## src/rtl/spike_collector_if.sv

```systemverilog
// Packet and output-row channels between the NoC, the spike collector and
// the output-feature-map writer.
interface spike_collector_if #(
    parameter int PKT_W  = 33,
    parameter int NUM_PE = 5,
    parameter int IDX_W  = 4
);
    logic [PKT_W-1:0]  pkt_data;
    logic              pkt_valid;
    logic              pkt_ready;
    logic [NUM_PE-1:0] out_row;
    logic [IDX_W-1:0]  out_idx;
    logic              out_valid;
    logic              out_ready;

    // Producer of packets / consumer of rows
    modport master (
        output pkt_data, pkt_valid, out_ready,
        input  pkt_ready, out_row, out_idx, out_valid
    );

    // The collector itself
    modport slave (
        input  pkt_data, pkt_valid, out_ready,
        output pkt_ready, out_row, out_idx, out_valid
    );
endinterface

```

## src/rtl/spike_collector.sv

```systemverilog
// Spike collector: accepts per-PE output-spike packets from the NoC, stores
// them per PE in arrival order, and emits one packed row (one bit per PE) for
// each output position once every PE has reported it. Rows leave strictly in
// index order. Malformed or excess packets are dropped and counted.
module spike_collector #(
    parameter int NUM_PE     = 5,
    parameter int OUT_PER_PE = 10,
    parameter int PKT_W      = 33,
    parameter int ADDR_W     = 4,
    parameter int MY_ADDR    = 13,
    parameter int IDX_W      = $clog2(OUT_PER_PE),
    parameter int CNT_W      = $clog2(OUT_PER_PE + 1)
) (
    input  logic             clk,
    input  logic             rst_n,
    input  logic             start,
    spike_collector_if.slave bus,
    output logic             busy,
    output logic             done,
    output logic             err_drop,
    output logic [7:0]       drop_count
);

    typedef enum logic [1:0] {
        S_IDLE    = 2'd0,
        S_COLLECT = 2'd1,
        S_DONE    = 2'd2
    } state_t;

    state_t                  state_r, state_nxt_s;

    logic [OUT_PER_PE-1:0]   spike_buf_r [NUM_PE];
    logic [OUT_PER_PE-1:0]   buf_nxt_s   [NUM_PE];
    logic [CNT_W-1:0]        wr_cnt_r    [NUM_PE];
    logic [CNT_W-1:0]        cnt_nxt_s   [NUM_PE];
    logic [IDX_W-1:0]        rd_idx_r, rd_idx_nxt_s;

    logic                    out_valid_r, out_valid_nxt_s;
    logic [NUM_PE-1:0]       out_row_r, out_row_nxt_s;
    logic [IDX_W-1:0]        out_idx_r, out_idx_nxt_s;
    logic                    pkt_ready_r, busy_r, done_r;
    logic                    err_drop_r, err_drop_nxt_s;
    logic [7:0]              drop_count_r, drop_count_nxt_s;

    logic                    pkt_type_s, spike_s;
    logic [ADDR_W-1:0]       dest_s, src_s;
    logic                    unused_payload_s;
    logic                    xfer_s, pkt_good_s, pkt_bad_s;
    logic [CNT_W-1:0]        sel_cnt_s;
    logic                    start_run_s;
    logic                    hs_s, last_hs_s;
    logic [CNT_W-1:0]        cand_s;
    logic                    row_rdy_s;
    logic [NUM_PE-1:0]       cand_row_s;

    // Packet field decode; payload bits between src and spike carry nothing
    assign pkt_type_s       = bus.pkt_data[PKT_W-1];
    assign dest_s           = bus.pkt_data[PKT_W-2 -: ADDR_W];
    assign src_s            = bus.pkt_data[PKT_W-2-ADDR_W -: ADDR_W];
    assign spike_s          = bus.pkt_data[0];
    assign unused_payload_s = ^bus.pkt_data[PKT_W-2-2*ADDR_W:1];

    assign xfer_s      = bus.pkt_valid & pkt_ready_r;
    assign start_run_s = (state_r == S_IDLE) & start;

    // Fetch the write counter of the PE named in the packet source field
    always_comb begin
        sel_cnt_s = '0;
        for (int p = 0; p < NUM_PE; p++) begin
            sel_cnt_s = (src_s == ADDR_W'(p)) ? wr_cnt_r[p] : sel_cnt_s;
        end
    end

    assign pkt_good_s = xfer_s & ~pkt_type_s
                      & (dest_s == ADDR_W'(MY_ADDR))
                      & (src_s < ADDR_W'(NUM_PE))
                      & (sel_cnt_s < CNT_W'(OUT_PER_PE));
    assign pkt_bad_s  = xfer_s & ~pkt_good_s;

    // Next buffer contents and write counters (start clears the counters)
    always_comb begin
        cnt_nxt_s = wr_cnt_r;
        buf_nxt_s = spike_buf_r;
        if (start_run_s) begin
            for (int p = 0; p < NUM_PE; p++) begin
                cnt_nxt_s[p] = '0;
            end
        end else if (pkt_good_s) begin
            for (int p = 0; p < NUM_PE; p++) begin
                if (src_s == ADDR_W'(p)) begin
                    cnt_nxt_s[p] = wr_cnt_r[p] + CNT_W'(1);
                    for (int k = 0; k < OUT_PER_PE; k++) begin
                        buf_nxt_s[p][k] = (wr_cnt_r[p] == CNT_W'(k)) ? spike_s
                                                                     : spike_buf_r[p][k];
                    end
                end else begin
                    cnt_nxt_s[p] = wr_cnt_r[p];
                end
            end
        end else begin
            cnt_nxt_s = wr_cnt_r;
        end
    end

    // Sticky drop flag and saturating drop counter
    always_comb begin
        err_drop_nxt_s   = err_drop_r;
        drop_count_nxt_s = drop_count_r;
        if (start_run_s) begin
            err_drop_nxt_s   = 1'b0;
            drop_count_nxt_s = 8'd0;
        end else if (pkt_bad_s) begin
            err_drop_nxt_s   = 1'b1;
            drop_count_nxt_s = (drop_count_r == 8'd255) ? drop_count_r
                                                        : drop_count_r + 8'd1;
        end else begin
            err_drop_nxt_s   = err_drop_r;
            drop_count_nxt_s = drop_count_r;
        end
    end

    // The row to present next is rd_idx, or rd_idx+1 when the current row
    // is being taken this cycle.
    assign hs_s      = out_valid_r & bus.out_ready;
    assign last_hs_s = hs_s & (rd_idx_r == IDX_W'(OUT_PER_PE - 1));
    assign cand_s    = hs_s ? (CNT_W'(rd_idx_r) + CNT_W'(1)) : CNT_W'(rd_idx_r);

    // Completeness and contents of the candidate row, including this cycle's write
    always_comb begin
        row_rdy_s  = 1'b1;
        cand_row_s = '0;
        for (int p = 0; p < NUM_PE; p++) begin
            row_rdy_s = row_rdy_s & (cnt_nxt_s[p] > cand_s);
            for (int k = 0; k < OUT_PER_PE; k++) begin
                cand_row_s[p] = (cand_s == CNT_W'(k)) ? buf_nxt_s[p][k] : cand_row_s[p];
            end
        end
    end

    // Output row register and read index sequencing
    always_comb begin
        out_valid_nxt_s = out_valid_r;
        out_row_nxt_s   = out_row_r;
        out_idx_nxt_s   = out_idx_r;
        rd_idx_nxt_s    = rd_idx_r;
        case (state_r)
            S_IDLE: begin
                out_valid_nxt_s = 1'b0;
                if (start) begin
                    rd_idx_nxt_s  = '0;
                    out_idx_nxt_s = '0;
                    out_row_nxt_s = '0;
                end else begin
                    rd_idx_nxt_s  = rd_idx_r;
                end
            end
            S_COLLECT: begin
                if (last_hs_s) begin
                    out_valid_nxt_s = 1'b0;
                end else if (!out_valid_r || hs_s) begin
                    rd_idx_nxt_s    = cand_s[IDX_W-1:0];
                    out_valid_nxt_s = row_rdy_s;
                    out_row_nxt_s   = row_rdy_s ? cand_row_s : '0;
                    out_idx_nxt_s   = cand_s[IDX_W-1:0];
                end else begin
                    out_valid_nxt_s = 1'b1;
                end
            end
            S_DONE: begin
                out_valid_nxt_s = 1'b0;
            end
            default: begin
                out_valid_nxt_s = 1'b0;
            end
        endcase
    end

    // FSM next-state: a run ends when the last row is taken
    always_comb begin
        state_nxt_s = state_r;
        case (state_r)
            S_IDLE: begin
                if (start) begin
                    state_nxt_s = S_COLLECT;
                end else begin
                    state_nxt_s = S_IDLE;
                end
            end
            S_COLLECT: begin
                if (last_hs_s) begin
                    state_nxt_s = S_DONE;
                end else begin
                    state_nxt_s = S_COLLECT;
                end
            end
            S_DONE: begin
                state_nxt_s = S_IDLE;
            end
            default: begin
                state_nxt_s = S_IDLE;
            end
        endcase
    end

    // FSM state register
    always_ff @(posedge clk or negedge rst_n) begin
        if (!rst_n) begin
            state_r <= S_IDLE;
        end else begin
            state_r <= state_nxt_s;
        end
    end

    // Datapath and registered output flags
    always_ff @(posedge clk or negedge rst_n) begin
        if (!rst_n) begin
            for (int p = 0; p < NUM_PE; p++) begin
                spike_buf_r[p] <= '0;
                wr_cnt_r[p]    <= '0;
            end
            rd_idx_r     <= '0;
            out_valid_r  <= 1'b0;
            out_row_r    <= '0;
            out_idx_r    <= '0;
            err_drop_r   <= 1'b0;
            drop_count_r <= 8'd0;
            pkt_ready_r  <= 1'b0;
            busy_r       <= 1'b0;
            done_r       <= 1'b0;
        end else begin
            spike_buf_r  <= buf_nxt_s;
            wr_cnt_r     <= cnt_nxt_s;
            rd_idx_r     <= rd_idx_nxt_s;
            out_valid_r  <= out_valid_nxt_s;
            out_row_r    <= out_row_nxt_s;
            out_idx_r    <= out_idx_nxt_s;
            err_drop_r   <= err_drop_nxt_s;
            drop_count_r <= drop_count_nxt_s;
            pkt_ready_r  <= (state_nxt_s == S_COLLECT);
            busy_r       <= (state_nxt_s == S_COLLECT);
            done_r       <= (state_nxt_s == S_DONE);
        end
    end

    assign bus.pkt_ready = pkt_ready_r;
    assign bus.out_valid = out_valid_r;
    assign bus.out_row   = out_row_r;
    assign bus.out_idx   = out_idx_r;
    assign busy          = busy_r;
    assign done          = done_r;
    assign err_drop      = err_drop_r;
    assign drop_count    = drop_count_r;

endmodule

```

## src/flat_wrapper.sv

```systemverilog
// flat-port wrapper written by rule: the top's interface ports become plain ports
module spike_collector_flat 
#(
    parameter int NUM_PE     = 5,
    parameter int OUT_PER_PE = 10,
    parameter int PKT_W      = 33,
    parameter int ADDR_W     = 4,
    parameter int MY_ADDR    = 13,
    parameter int IDX_W      = $clog2(OUT_PER_PE),
    parameter int CNT_W      = $clog2(OUT_PER_PE + 1)
)
  (clk, rst_n, start, busy, done, err_drop, drop_count, bus_pkt_data, bus_pkt_valid, bus_out_ready, bus_pkt_ready, bus_out_row, bus_out_idx, bus_out_valid);
  spike_collector_if #(.PKT_W(PKT_W), .NUM_PE(NUM_PE), .IDX_W(IDX_W)) bus_i ();
  input  logic clk;
  input  logic rst_n;
  input  logic start;
  output logic busy;
  output logic done;
  output logic err_drop;
  output logic [7:0] drop_count;
  input wire logic [$bits(bus_i.pkt_data)-1:0] bus_pkt_data;
  input wire logic [$bits(bus_i.pkt_valid)-1:0] bus_pkt_valid;
  input wire logic [$bits(bus_i.out_ready)-1:0] bus_out_ready;
  output wire logic [$bits(bus_i.pkt_ready)-1:0] bus_pkt_ready;
  output wire logic [$bits(bus_i.out_row)-1:0] bus_out_row;
  output wire logic [$bits(bus_i.out_idx)-1:0] bus_out_idx;
  output wire logic [$bits(bus_i.out_valid)-1:0] bus_out_valid;
  assign bus_i.pkt_data = bus_pkt_data;
  assign bus_i.pkt_valid = bus_pkt_valid;
  assign bus_i.out_ready = bus_out_ready;
  assign bus_pkt_ready = bus_i.pkt_ready;
  assign bus_out_row = bus_i.out_row;
  assign bus_out_idx = bus_i.out_idx;
  assign bus_out_valid = bus_i.out_valid;
  spike_collector #(.NUM_PE(NUM_PE), .OUT_PER_PE(OUT_PER_PE), .PKT_W(PKT_W), .ADDR_W(ADDR_W), .MY_ADDR(MY_ADDR), .IDX_W(IDX_W), .CNT_W(CNT_W)) u_core (.clk(clk), .rst_n(rst_n), .start(start), .bus(bus_i), .busy(busy), .done(done), .err_drop(err_drop), .drop_count(drop_count));
endmodule
```

## config.mk

```make
export PLATFORM = sky130hd
export DESIGN_NAME = spike_collector_flat
export DESIGN_NICKNAME = d
export VERILOG_FILES = /design/src/rtl/spike_collector_if.sv /design/src/rtl/spike_collector.sv /design/src/flat_wrapper.sv
export SDC_FILE = /design/constraint.sdc
export NUM_CORES = 1
export LEC_CHECK = 0
export ABC_AREA = 0
export CELL_PAD_IN_SITES_DETAIL_PLACEMENT = 2
export CELL_PAD_IN_SITES_GLOBAL_PLACEMENT = 2
export CORE_UTILIZATION = 33
export DETAILED_ROUTE_END_ITERATION = 10
export PLACE_DENSITY_LB_ADDON = 0.1
export SYNTH_ARGS = -nofsm -noshare
export SYNTH_HDL_FRONTEND = slang
export SYNTH_SLANG_ARGS = --single-unit
export TNS_END_PERCENT = 1
```

## constraint.sdc

```tcl
create_clock -name clk -period 3.5 [get_ports clk]
set_clock_uncertainty 0.15 [all_clocks]
set_input_delay 0.35 -clock clk [delete_from_list [all_inputs] [get_ports clk]]
set_output_delay 0.35 -clock clk [all_outputs]
set_load 0.05 [all_outputs]
```

# Word-level counts from Yosys, hierarchy flattened

Cells that the tools add are included.

Register bits: 93
Latch bits: 0
Memory bits (writable): 0
Memory bits (read-only): 0
Input bits: 38
Output and inout bits: 22
Word-level logic and storage cells: 269
Memories kept: 0

Add/sub/neg operators: 7
$mul: 0
Divide/modulo/power cells: 0
Magnitude comparators: 7
Equal/unequal tests: 68
Shift operators: 0
Mux-type cells: 140
Bitwise logic cells: 15
Reductions and logical operators: 14

Operators by type and width:

| cell                                                | count |
|---|---|
| two-way mux 1 bit                                   | 106 |
| == test 4 x 3 -> 1 bit (second input constant)      | 25 |
| two-way mux 50 bit                                  | 2 |
| == test 4 x 2 -> 1 bit (second input constant)      | 14 |
| == test 4 bit (second input constant)               | 14 |
| two-way mux 4 bit                                   | 14 |
| two-way mux 10 bit                                  | 5 |
| two-way mux 20 bit                                  | 2 |
| == test 4 x 1 -> 1 bit (second input constant)      | 7 |
| zero test 4 bit                                     | 7 |
| adder 4 x 1 -> 4 bit (second input constant)        | 6 |
| two-way mux 8 bit                                   | 3 |
| greater-than comparator 4 bit                       | 5 |
| two-way mux 5 bit                                   | 4 |
| bitwise AND 1 bit                                   | 13 |
| case mux 5 bit (2 select lines)                     | 1 |
| adder 8 x 1 -> 8 bit (second input constant)        | 1 |
| == test 8 bit (second input constant)               | 1 |
| case mux 4 bit (2 select lines)                     | 1 |
| == test 2 x 1 -> 1 bit (second input constant)      | 2 |
| < comparator 4 x 3 -> 1 bit (second input constant) | 1 |
| < comparator 4 bit (second input constant)          | 1 |
| != test 2 x 1 -> 1 bit (second input constant)      | 2 |
| != test 2 bit (second input constant)               | 2 |
| other kinds (10)                                    | 12 |

# Depth between registers and ports, before layout

Depth in word-level cells: 24
Depth in mapped cells: 19
Mapped depth without buffers: 17

# Worst setup path after synthesis

OpenSTA, ideal clock, no wires.

Path type: flip-flop to flip-flop
Start: register u_core.pkt_ready_r, in the netlist u_core.bus.pkt_ready
End: register u_core.out_row_r[0], in the netlist u_core.bus.out_row[0]
Setup time: 87 ps
Data arrival time: 3676 ps
Data required time: 3263 ps
Path slack: -413 ps
Cell stages (with the launch flop): 18
Buffers on the path: 2
Clock period less this slack: 3913 ps
Cell sequence: dfrtp_1 and4b_1 o211a_1 buf_2 buf_1 nand2b_1 nor2_1 xnor2_1 or2_2 ha_1 nand4_1 nand2_1 a41oi_1 o2111ai_1 nor4_1 and2_1 o21ai_0 a22oi_1

Cells in the longest elaborated chain, start to end: 21
Elaborated cells on any way between the ends: 32
Classes of those cells: order compare: 5; mux: 18; bitwise: 9

Ends and longest elaborated chain:

| what                              | RTL line               | source |
|---|---|---|
| start: declaration                | spike_collector.sv:41  | `logic pkt_ready_r, busy_r, done_r;` |
| start signal: assignment          | spike_collector.sv:239 | `pkt_ready_r <= (state_nxt_s == S_COLLECT);` |
| bitwise AND 1 bit *               | spike_collector.sv:63  | `assign xfer_s = bus.pkt_valid & pkt_ready_r;` |
| bitwise AND 1 bit *               | spike_collector.sv:74  | `assign pkt_good_s = xfer_s & ~pkt_type_s` |
| bitwise AND 1 bit *               | spike_collector.sv:75  | `& (dest_s == ADDR_W'(MY_ADDR))` |
| bitwise AND 1 bit *               | spike_collector.sv:76  | `& (src_s < ADDR_W'(NUM_PE))` |
| bitwise AND 1 bit *               | spike_collector.sv:77  | `& (sel_cnt_s < CNT_W'(OUT_PER_PE));` |
| two-way mux 50 bit                | spike_collector.sv:88  | `end else if (pkt_good_s) begin` |
| two-way mux 50 bit                | spike_collector.sv:84  | `if (start_run_s) begin` |
| two-way mux 1 bit (10 in a row)   | spike_collector.sv:135 | `cand_row_s[p] = (cand_s == CNT_W'(k)) ? buf_nxt_s[p][k] : cand_row_s[p];` |
| two-way mux 5 bit *               | spike_collector.sv:163 | `out_row_nxt_s = row_rdy_s ? cand_row_s : '0;` |
| two-way mux 5 bit *               | spike_collector.sv:160 | `end else if (!out_valid_r \|\| hs_s) begin` |
| two-way mux 5 bit *               | spike_collector.sv:158 | `if (last_hs_s) begin` |
| case mux 5 bit (2 select lines) * | spike_collector.sv:146 | `case (state_r)` |
| end signal: assignment            | spike_collector.sv:235 | `out_row_r <= out_row_nxt_s;` |
| end: declaration                  | spike_collector.sv:39  | `logic [NUM_PE-1:0] out_row_r, out_row_nxt_s;` |

Mark *: on every way between the ends. The rest lies on a longest branch, timed or not. The select of a mux whose other input is x is not followed.
A chain may end at the register's enable or synchronous reset.

==> results.tsv <==
stage	metric	value	unit
routing	vias	5552	
sta	max_freq	276	MHz
power	power_density	337	nW/um^2
routing	number_of_iterations_in_the_first_detailed_routing_pass	5	
logic_synthesis	yosysSeqAreaShare	38.4	%
floorplan	design.core.area	18000	um^2
setup_path	r2r-end	u_core.bus.out_row[2]	
min_path	whs_path_depth	1	
logic_synthesis	syn_area	6070	um^2
placement	finalWeightedCongestion	0.853	
setup_path	critical_path.endpoint_type	flop	
logic_synthesis	synthesis.yosys.warnings	0	
setup_path	worstPathMaxFanout	5	
clock_network	clock_latency	0.36	ns
logic_synthesis	synth_seq_cells	93	
global_route	pin_count_of_the_biggest_net_entering_global_routing	60	
layout	num-nets-final	838	
floorplan	initial_utilization	33.8	%
min_path	hold-path-endpoint	u_core.spike_buf_r[25]	
routing	drt_wl_total	22600	um
sta	finalHoldWorstSlack	0.353	ns
setup_path	endpoint_required_time_on_the_critical_path	3.60	ns
power	portion_of_total_power_attributed_to_the_clock_network	39.9	%
setup_path	start_kind	input port	
routing	number_of_drc_markers_in_iteration_0	192	
global_route	antenna_found_initial	0	
clock_network	numClockSinks	93	
logic_synthesis	yosys_most_used_dff	dfrtp_1	
min_path	hold_class	reg2reg	
routing	detail-route-antenna-nets	0	
min_path	hp-start	u_core.spike_buf_r[25]	
setup_path	regToRegSetupSlack	-0.09	ns
floorplan	pin_count	60	
logic_synthesis	yosys.cell_types.count	79	
floorplan	die_area	18900	um^2
floorplan	chipHeight	138	um
layout	number_of_fillers_in_the_final_layout	1927	
setup_path	worst_r2r_path_depth	19	
power	combinationalPowerShare	15.9	%
sta	max_slew_margin	42.4	%
sta	worstMarginPinSlew	0.864	ns
logic_synthesis	synth-edff-count	0	
power	vdd.ir_drop.worst	0.000377	V
sta	final_critical_path_time_including_i_o_delays_and_setup	3.62	ns
floorplan	die-width	138	um
clock_network	clk_path_buf_depth	2	
placement	postPlaceCellArea	7330	um^2
clock_network	clk_pin_slew_worst_paths	0.08	ns
setup_path	critPathArrivalTime	3.72	ns
power	power.share.sequential	44.2	%
setup_path	critical_path_class	in2reg	
placement	io_buffer_count	36	
global_route	grt_first_pass_wirelength	35300	um
routing	vias_per_cell	5.60	
routing	dr_drc_count	0	
sta	timing.final.hold_violations	0	
layout	layout-area-overhead-vs-synth	29.0	%
clock_network	clock_tree.root_cell	clkbuf_16	
global_route	grt_overflow_total	0	
power	cellInternalPower	1830	uW
placement	dp.cells	963	
clock_network	tritoncts	yes	
sta	postLayoutSetupSlackWorst	-0.118	ns
logic_synthesis	syn-instance-count	637	
sta	setup_violations	5	
floorplan	floorplan.rows	49	
power	net-switching-power	803	uW
placement	post-dp-hpwl	17100	um
layout	finish.cell_count_without_fillers	991	
sta	period_share	103	%
sta	report.final.slew_viol_count	0	
logic_synthesis	syn_area_per_cell	9.52	um^2
logic_synthesis	synth-async-reset-ratio	100	%
clock_network	tritoncts.num_buffers	9	
power	leakage_power_of_the_design	0.00358	uW
layout	antennaDiodeCount	0	
sta	rsz_0062_raised_after_global_routing	yes	
routing	avgRoutedWirePerCell	22.8	um
clock_network	htree_levels	3	
logic_synthesis	syn-num-nets	718	
flow_run	drv.max_cap_violation_count	0	
outcome	outcome	complete, but fails checks	
layout	final_layout_size_suffix_gt1_share	27.8	%
global_route	groute.usage.overall	25.2	%
outcome	failed_checks	negative setup slack	
layout	final_cell_area	7820	um^2
power	sw_frac_of_total	30.5	%
setup_path	regToRegStartpoint	u_core.wr_cnt_r[10]	
global_route	number_of_global_route_vias_before_repair	6090	
## synthesized netlist by cell type, drive strengths merged (12+ instances only)
| library cell | count | share of area, % |
|---|---|---|
| dfrtp | 93 | 38 |
| nand4 | 25 | 2.6 |
| clkbuf | 23 | 1.4 |
| mux2 | 32 | 6.0 |
| a21oi | 15 | 1.2 |
| nor2 | 51 | 3.3 |
| buf | 12 | 1.3 |
| nor3 | 17 | 1.7 |
| nand3 | 24 | 2.0 |
| inv | 30 | 1.9 |
| nand2 | 50 | 3.1 |
| o21ai | 33 | 2.7 |
| xor2 | 12 | 1.7 |
| ha | 43 | 8.9 |
## cells by family (layout without fill, tap and decap cells)
logic type                 after synthesis  count (layout)  share of synthesized area, %
AOI/OAI and AO/OA                      127             127                          15.2
and+or+nand+nor                        249             249                          23.0
xor gates and xnor gates                20              20                          2.89
buffers and inverters                   66             191                          4.62
DFF                                     93              93                          38.4
muxes                                   39              39                          7.16
adders and majority gates               43              43                          8.87
## through the flow
step	util (%)	TNS (ns)	total power (uW)	setup WS [ns]
after CTS	43.1	-0.00902	2670	-0.00902
final	43.6	-0.374	2630	-0.118
after detailed placement	40.8	-4.32	1610	-0.771
after floorplan	-	0	1420	0.00391
after global routing	43.6	-1.28	2730	-0.255
after global placement	40.8	-3.52	1590	-0.645
## metal layers
metal | GRT usage [%] | up-vias | wire [um]
met5 | 0 | - | 0
met4 | 10.2 | 0 | 723
met3 | 2.50 | 41 | 616
met2 | 43.0 | 94 | 11100
met1 | 32.6 | 2841 | 10100
li1 | - | 2576 | -
## registers in the layout (all words and copies together), names as in the netlist
signal,count
u_core.done,1
u_core.drop_count,8
u_core.bus.pkt_ready,1
u_core.state_r,2
u_core.rd_idx_r,4
u_core.spike_buf_r,50
u_core.bus.out_row,5
u_core.err_drop,1
u_core.bus.out_valid,1
u_core.wr_cnt_r,20
## power by group through the flow
| stage | clock network, uW | logic (uW) | registers [uW] |
|---|---|---|---|
| 4_1_cts | 1080 | 423 | 1170 |
| 6_report | 1050 | 418 | 1170 |
| 3_3_place_gp | 0 | 409 | 1180 |
| 3_5_place_dp | 0 | 419 | 1190 |
| 5_1_grt | 1110 | 450 | 1170 |
| 2_1_floorplan | 0 | 111 | 1300 |
## layout by cell type, fill, tap and decap left out, types with 7 or more instances in the layout
| cell | instances |
|---|---|
| xnor2_1 | 8 |
| and3_1 | 11 |
| a41oi_1 | 7 |
| ha_1 | 43 |
| nor2b_1 | 10 |
| clkdlybuf4s50_1 | 29 |
| xor2_1 | 12 |
| nand4_1 | 25 |
| o21ai_0 | 22 |
| a21oi_1 | 11 |
| o21ai_1 | 7 |
| nor3_1 | 12 |
| nor3b_1 | 8 |
| and2_1 | 7 |
| o21a_1 | 11 |
| nand2_1 | 50 |
| mux2_2 | 31 |
| nor2_1 | 47 |
| nand3_1 | 24 |
| inv_1 | 30 |
| mux2i_1 | 7 |
| dfrtp_1 | 91 |
| clkbuf_16 | 9 |
| buf_4 | 105 |
## worst max-delay path, stage by stage
cell and delay, ns:
clkdlybuf4s50_1 0.45, and4b_2 0.31, o211ai_1 0.19, nor3_4 0.38, nand2_1 0.11, xor2_1 0.15
nor2_1 0.15, ha_1 0.27, buf_4 0.13, buf_4 0.12, o21ai_0 0.10, nand2b_1 0.13
a21oi_2 0.18, nor4_2 0.07, buf_4 0.15, and2_4 0.18, o21a_1 0.10, a22o_1 0.17
## area by class of cell
class / count / area, um^2 / area share (%)
Clock buffer: 9 / 225 / 2.88
Clock inverter: 7 / 80.1 / 1.02
Tap cell: 229 / 287 / 3.66
Multi-Input combinational cell: 478 / 3590 / 45.9
Inverter: 31 / 116 / 1.49
Sequential cell: 93 / 2330 / 29.8
Timing Repair Buffer: 144 / 1200 / 15.3
## worst max path at each step
stage / depth (start not counted) / startpoint / slack, ns / to
2_1_floorplan: 17 / u_core.bus.pkt_ready / 0.004 / u_core.bus.out_row[0]
3_3_place_gp: 16 / bus_pkt_data[25] / -0.64 / u_core.bus.out_row[0]
3_5_place_dp: 16 / bus_pkt_data[25] / -0.77 / u_core.bus.out_row[0]
4_1_cts: 17 / bus_pkt_data[32] / -0.009 / u_core.bus.out_row[1]
5_1_grt: 18 / u_core.wr_cnt_r[10] / -0.25 / u_core.bus.out_row[0]
6_report: 18 / bus_pkt_data[31] / -0.12 / u_core.bus.out_row[2]
## repair_timing
item	4_1_cts	5_1_grt
setup buffers	4	7
endpoints found under the hold margin	4	0
hold buffers	1	0
pin swaps	16	17
resized for setup	27	10
setup endpoints to repair	6	6
No activity file was read; power rests on OpenSTA's default activity.
